File: config.mk
export PLATFORM = sky130hd
export DESIGN_NAME = glyph_plotter
export DESIGN_NICKNAME = d
export VERILOG_FILES = /design/src/rtl/glyph_plotter.sv
export SDC_FILE = /design/constraint.sdc
export NUM_CORES = 1
export LEC_CHECK = 0
export CAP_MARGIN = 5
export CORE_UTILIZATION = 52
export DETAILED_ROUTE_END_ITERATION = 10
export GPL_ROUTABILITY_DRIVEN = 0
export PLACE_DENSITY = 0.91
export SKIP_CTS_REPAIR_TIMING = 1
export SYNTH_ARGS = -nofsm -noshare
export SYNTH_HDL_FRONTEND = slang
export SYNTH_SLANG_ARGS = --single-unit
File: constraint.sdc
create_clock -name clock -period 6.2 [get_ports clock]
set_input_delay 0.62 -clock clock [delete_from_list [all_inputs] [get_ports clock]]
set_output_delay 0.62 -clock clock [all_outputs]
set_load 0.01 [all_outputs]
File: src/rtl/glyph_plotter.sv
// Rasterizes one 8x16 monochrome glyph into framebuffer writes, raster order,
// with screen clipping, optional transparency and plot_ready back-pressure.
module glyph_plotter #(
  parameter int X_W         = 9,
  parameter int Y_W         = 8,
  parameter int COLOUR_W    = 3,
  parameter int SCREEN_W    = 320,
  parameter int SCREEN_H    = 240,
  parameter int TRANSPARENT = 0
) (
  input  logic                clock,
  input  logic                reset,
  input  logic                start,
  input  logic [127:0]        pixels,
  input  logic [X_W-1:0]      origin_x,
  input  logic [Y_W-1:0]      origin_y,
  input  logic [COLOUR_W-1:0] fg,
  input  logic [COLOUR_W-1:0] bg,
  input  logic                plot_ready,
  output logic [X_W-1:0]      x,
  output logic [Y_W-1:0]      y,
  output logic [COLOUR_W-1:0] colour,
  output logic                plot,
  output logic                busy,
  output logic                done
);

  // Handshake: a write completes on a cycle where plot && plot_ready; while
  // plot is high and plot_ready low, x/y/colour/plot are held unchanged.

  typedef enum logic [1:0] {S_IDLE, S_DRAW, S_DONE} state_t;

  localparam logic [X_W:0] SW = (X_W+1)'(SCREEN_W);
  localparam logic [Y_W:0] SH = (Y_W+1)'(SCREEN_H);

  state_t                state, state_nxt;
  logic [6:0]            idx;
  logic [127:0]          glyph;
  logic [X_W-1:0]        ox;
  logic [Y_W-1:0]        oy;
  logic [COLOUR_W-1:0]   fg_r, bg_r;

  logic                  advance;
  logic [127:0]          src_glyph;
  logic [X_W-1:0]        src_ox;
  logic [Y_W-1:0]        src_oy;
  logic [COLOUR_W-1:0]   src_fg, src_bg;
  logic [6:0]            nidx;
  logic [X_W:0]          xs;
  logic [Y_W:0]          ys;
  logic                  bit_v;
  logic                  plot_nxt;

  assign advance = !plot || plot_ready;

  always_ff @(posedge clock or posedge reset) begin
    if (reset) state <= S_IDLE;
    else       state <= state_nxt;
  end

  always_comb begin
    state_nxt = state;
    case (state)
      S_IDLE:  if (start) state_nxt = S_DRAW;
      S_DRAW:  if (advance && idx == 7'd127) state_nxt = S_DONE;
      S_DONE:  state_nxt = S_IDLE;
      default: state_nxt = S_IDLE;
    endcase
  end

  always_comb begin
    busy = (state != S_IDLE);
    done = (state == S_DONE);
  end

  // The pixel being loaded next: pixel 0 straight from the inputs on the
  // latch cycle, otherwise pixel idx+1 from the latched copies.
  always_comb begin
    src_glyph = (state == S_IDLE) ? pixels   : glyph;
    src_ox    = (state == S_IDLE) ? origin_x : ox;
    src_oy    = (state == S_IDLE) ? origin_y : oy;
    src_fg    = (state == S_IDLE) ? fg       : fg_r;
    src_bg    = (state == S_IDLE) ? bg       : bg_r;
    nidx      = (state == S_IDLE) ? 7'd0     : idx + 7'd1;
    xs        = {1'b0, src_ox} + {{(X_W-2){1'b0}}, nidx[2:0]};
    ys        = {1'b0, src_oy} + {{(Y_W-3){1'b0}}, nidx[6:3]};
    bit_v     = src_glyph[~nidx];
    plot_nxt  = (xs < SW) && (ys < SH) && (bit_v || (TRANSPARENT == 0));
  end

  always_ff @(posedge clock or posedge reset) begin
    if (reset) begin
      idx    <= '0;
      glyph  <= '0;
      ox     <= '0;
      oy     <= '0;
      fg_r   <= '0;
      bg_r   <= '0;
      x      <= '0;
      y      <= '0;
      colour <= '0;
      plot   <= 1'b0;
    end else begin
      case (state)
        S_IDLE: begin
          if (start) begin
            glyph  <= pixels;
            ox     <= origin_x;
            oy     <= origin_y;
            fg_r   <= fg;
            bg_r   <= bg;
            idx    <= 7'd0;
            x      <= xs[X_W-1:0];
            y      <= ys[Y_W-1:0];
            colour <= bit_v ? src_fg : src_bg;
            plot   <= plot_nxt;
          end
        end
        S_DRAW: begin
          if (advance) begin
            if (idx == 7'd127) begin
              plot <= 1'b0;
            end else begin
              idx    <= nidx;
              x      <= xs[X_W-1:0];
              y      <= ys[Y_W-1:0];
              colour <= bit_v ? src_fg : src_bg;
              plot   <= plot_nxt;
            end
          end
        end
        default: ;
      endcase
    end
  end

endmodule

==> run metrics <==
status=finished, final reports clean; HP Class=flip-flop to flip-flop; Starting Density=a little over half; die area=about 0.018 mm^2; # fillers=1,251; setup TNS=0 ps; CTS root buffer=clkbuf_16; TritonCTS Sinks=around 180; sequential area share after synthesis=50.71%; total number of vias=7,555; Setup WS post-layout=2440 ps; min Tclk post-route=~3800 ps; count leader, synth=nand2_1; r2r startpoint=idx[1]$_DFFE_PP0P_; Hold Path Sink=glyph[116]$_DFFE_PP0P_; RSZ-0062 raised after global routing=false; placed cells=1,348; Post-Syn Area=about 0.0089 mm^2; fraction of registers with async set or reset after synthesis=100.0%; synth warn=0; Hold Path Stages=2; worst endpoint data arrival time=4090 ps; Worst R2R End=plot$_DFFE_PP0P_; pin count of the biggest net entering global routing=103; htree depth=4; row cnt=47; DR WL/cell=16.13 um; Setup crit start kind=flip-flop; synthesized flop and latch total=181; clock latency on the worst-skew pair=around 430 ps; DRT Wirelength=22,260 um; deepest clock path buffer count=2; cell accounting for the most synthesized area=dfrtp_1; layout cells sized above 1=under 10%; worst reg-to-reg path cell count=12; total of max-cap violations=0; Final Setup Violations=0; Place WS=roughly 2400 ps; cts bufs inserted=17; syn avg cell area=8.932 um^2; drt drc=0; first-pass GRT wire length=36,880 um; IR drop worst, VDD=0.0002188 V; First DRT Iteration DRCs=approximately 640; Final period util=60.64%; Core Area=0.01670 mm^2; All-Layer GR Usage=between 20% and 30%; final net count=1,311; WP data required=6530 ps; Crit Path Class=flip-flop to flip-flop; CTS clock-pin slew for the worst setup and hold paths=roughly 70 ps; die width=about 130 um; LEAKAGE=between 0.005 and 0.006 uW; Pins Over Slew Limit=0; antenna violations before repair=0; Max-slew headroom=30.34%; # IOs=178; DP Wirelength=15,310 um; FF-to-FF setup slack=2440 ps; Crit. End Element=flip-flop; worst-margin pin slew=1045 ps; power density over the cells=280.3 mW/mm^2; TritonRoute pass-1 iters=7; CTS tree=done; cells after synthesis=1,000; Layout Cells excl Fill=1,380; Post-synth EDFFs=0; Routed Antenna Nets=0; ys flop type=dfrtp_1; vias in the first global route=7,418; final hold viol count=0; area grow syn2layout=27.86%; ranking of synthesized cells by area=dfrtp_1 51%, nand2_1 22%, mux4_2 5.3%, mux2i_1 3.1%, clkbuf_1 1.6%; skew final=around 4.7 ps; Hold Crit Start=glyph[116]$_DFFE_PP0P_; port bufs=177; Synth cell types=67; synth cell count leaders=515 x nand2_1, 181 x dfrtp_1, 39 x clkbuf_1, 30 x nor2_1, 28 x mux2i_1; Die Y=133.1 um; Max Clk Rate=266.0 MHz; crit path max fanout=17; global route total overflow=0; area share of the largest cell type after synthesis=50.71%; Post-Syn Nets=1,164; ant diodes=0; drt via density=between 5 and 6
-- layout by cell type (no fill, tap or decap), types with 5 or more instances in the layout --
master,instances
clkbuf_16,17
nor2_1,30
mux4_2,21
buf_4,8
nand2_1,514
mux2i_1,28
clkdlybuf4s50_1,177
ha_1,7
dfrtp_1,180
nand3_1,6
xnor2_1,8
a21oi_1,12
xor2_1,7
o21ai_0,21
nor3_1,5
-- how the worst max path moves through the flow --
stage               cells past startpoint          startpoint             endpoint  slack (ps)
floorplan                               1               reset  bg_r[0]$_DFFE_PP0P_         660
global placement                       12  idx[1]$_DFFE_PP0P_     plot$_DFFE_PP0P_        2550
detailed placement                     12  idx[1]$_DFFE_PP0P_     plot$_DFFE_PP0P_        2420
CTS                                    12  idx[1]$_DFFE_PP0P_     plot$_DFFE_PP0P_        2400
global route                           12  idx[1]$_DFFE_PP0P_     plot$_DFFE_PP0P_        2180
finish                                 12  idx[1]$_DFFE_PP0P_     plot$_DFFE_PP0P_        2440
-- metal layers --
metal	up-vias	wire, um	global-route usage, %
met5	-	0	0
met4	0	517	9.515
met3	49	1485	5.287
met2	333	10820	42.47
met1	3606	9433	36.36
li1	3567	-	-
-- final cells by class --
cell class,instances,area (um^2),share of cell area [%]
Tap cell,220,275.3,2.410
Clock inverter,12,151.4,1.326
Inverter,8,35.03,0.3067
Clock buffer,20,466.7,4.086
Timing Repair Buffer,185,1832,16.04
Multi-Input combinational cell,754,4130,36.16
Sequential cell,181,4531,39.67
-- state kept, by name, summed over array words and instances, names as in the netlist --
signal  flops
fg_r        3
plot        1
ox          9
oy          8
y           8
glyph     128
bg_r        3
state       2
idx         7
x           9
colour      3
-- worst max-delay path, cell delays in order (launching register included) --
cell	delay, ps
dfrtp_1	410
ha_1	730
buf_4	360
clkinv_1	330
nor2_1	310
ha_1	280
a21o_1	170
a21oi_1	220
a21o_1	120
or2_2	140
nor3b_1	200
a311oi_1	80
o41ai_2	300
-- kinds of logic (layout without fill, tap and decap cells) --
logic type	count (synthesis)	after routing	share of synthesized area, %
adder cells (fa/ha/maj)	11	11	1.681
buffers and inverters	65	225	3.250
flip-flops	181	181	50.71
AO/OA/AOI/OAI	81	81	6.430
XOR/XNOR	18	18	1.933
multiplexers	56	56	9.819
AND/OR/NAND/NOR	588	588	26.18
-- power by group --
group / switching (uW) / internal (uW) / leakage (uW)
registers: 49.3 / 1230 / 0.00249
clock network: 459 / 666 / 0.000302
logic: 437 / 361 / 0.00285
-- stage by stage --
step,utilization [%],cell area [um^2],total power (uW),hold WS [ps]
6_report,68.38,11420,3201,470.5
2_1_floorplan,-,8932,1821,436.9
5_1_grt,68.38,11420,3336,487.5
3_5_place_dp,64.68,10800,2096,456.0
3_3_place_gp,64.68,10800,2071,449.4
4_1_cts,68.38,11420,3212,472.4
(Power assumes the default switching activity.)
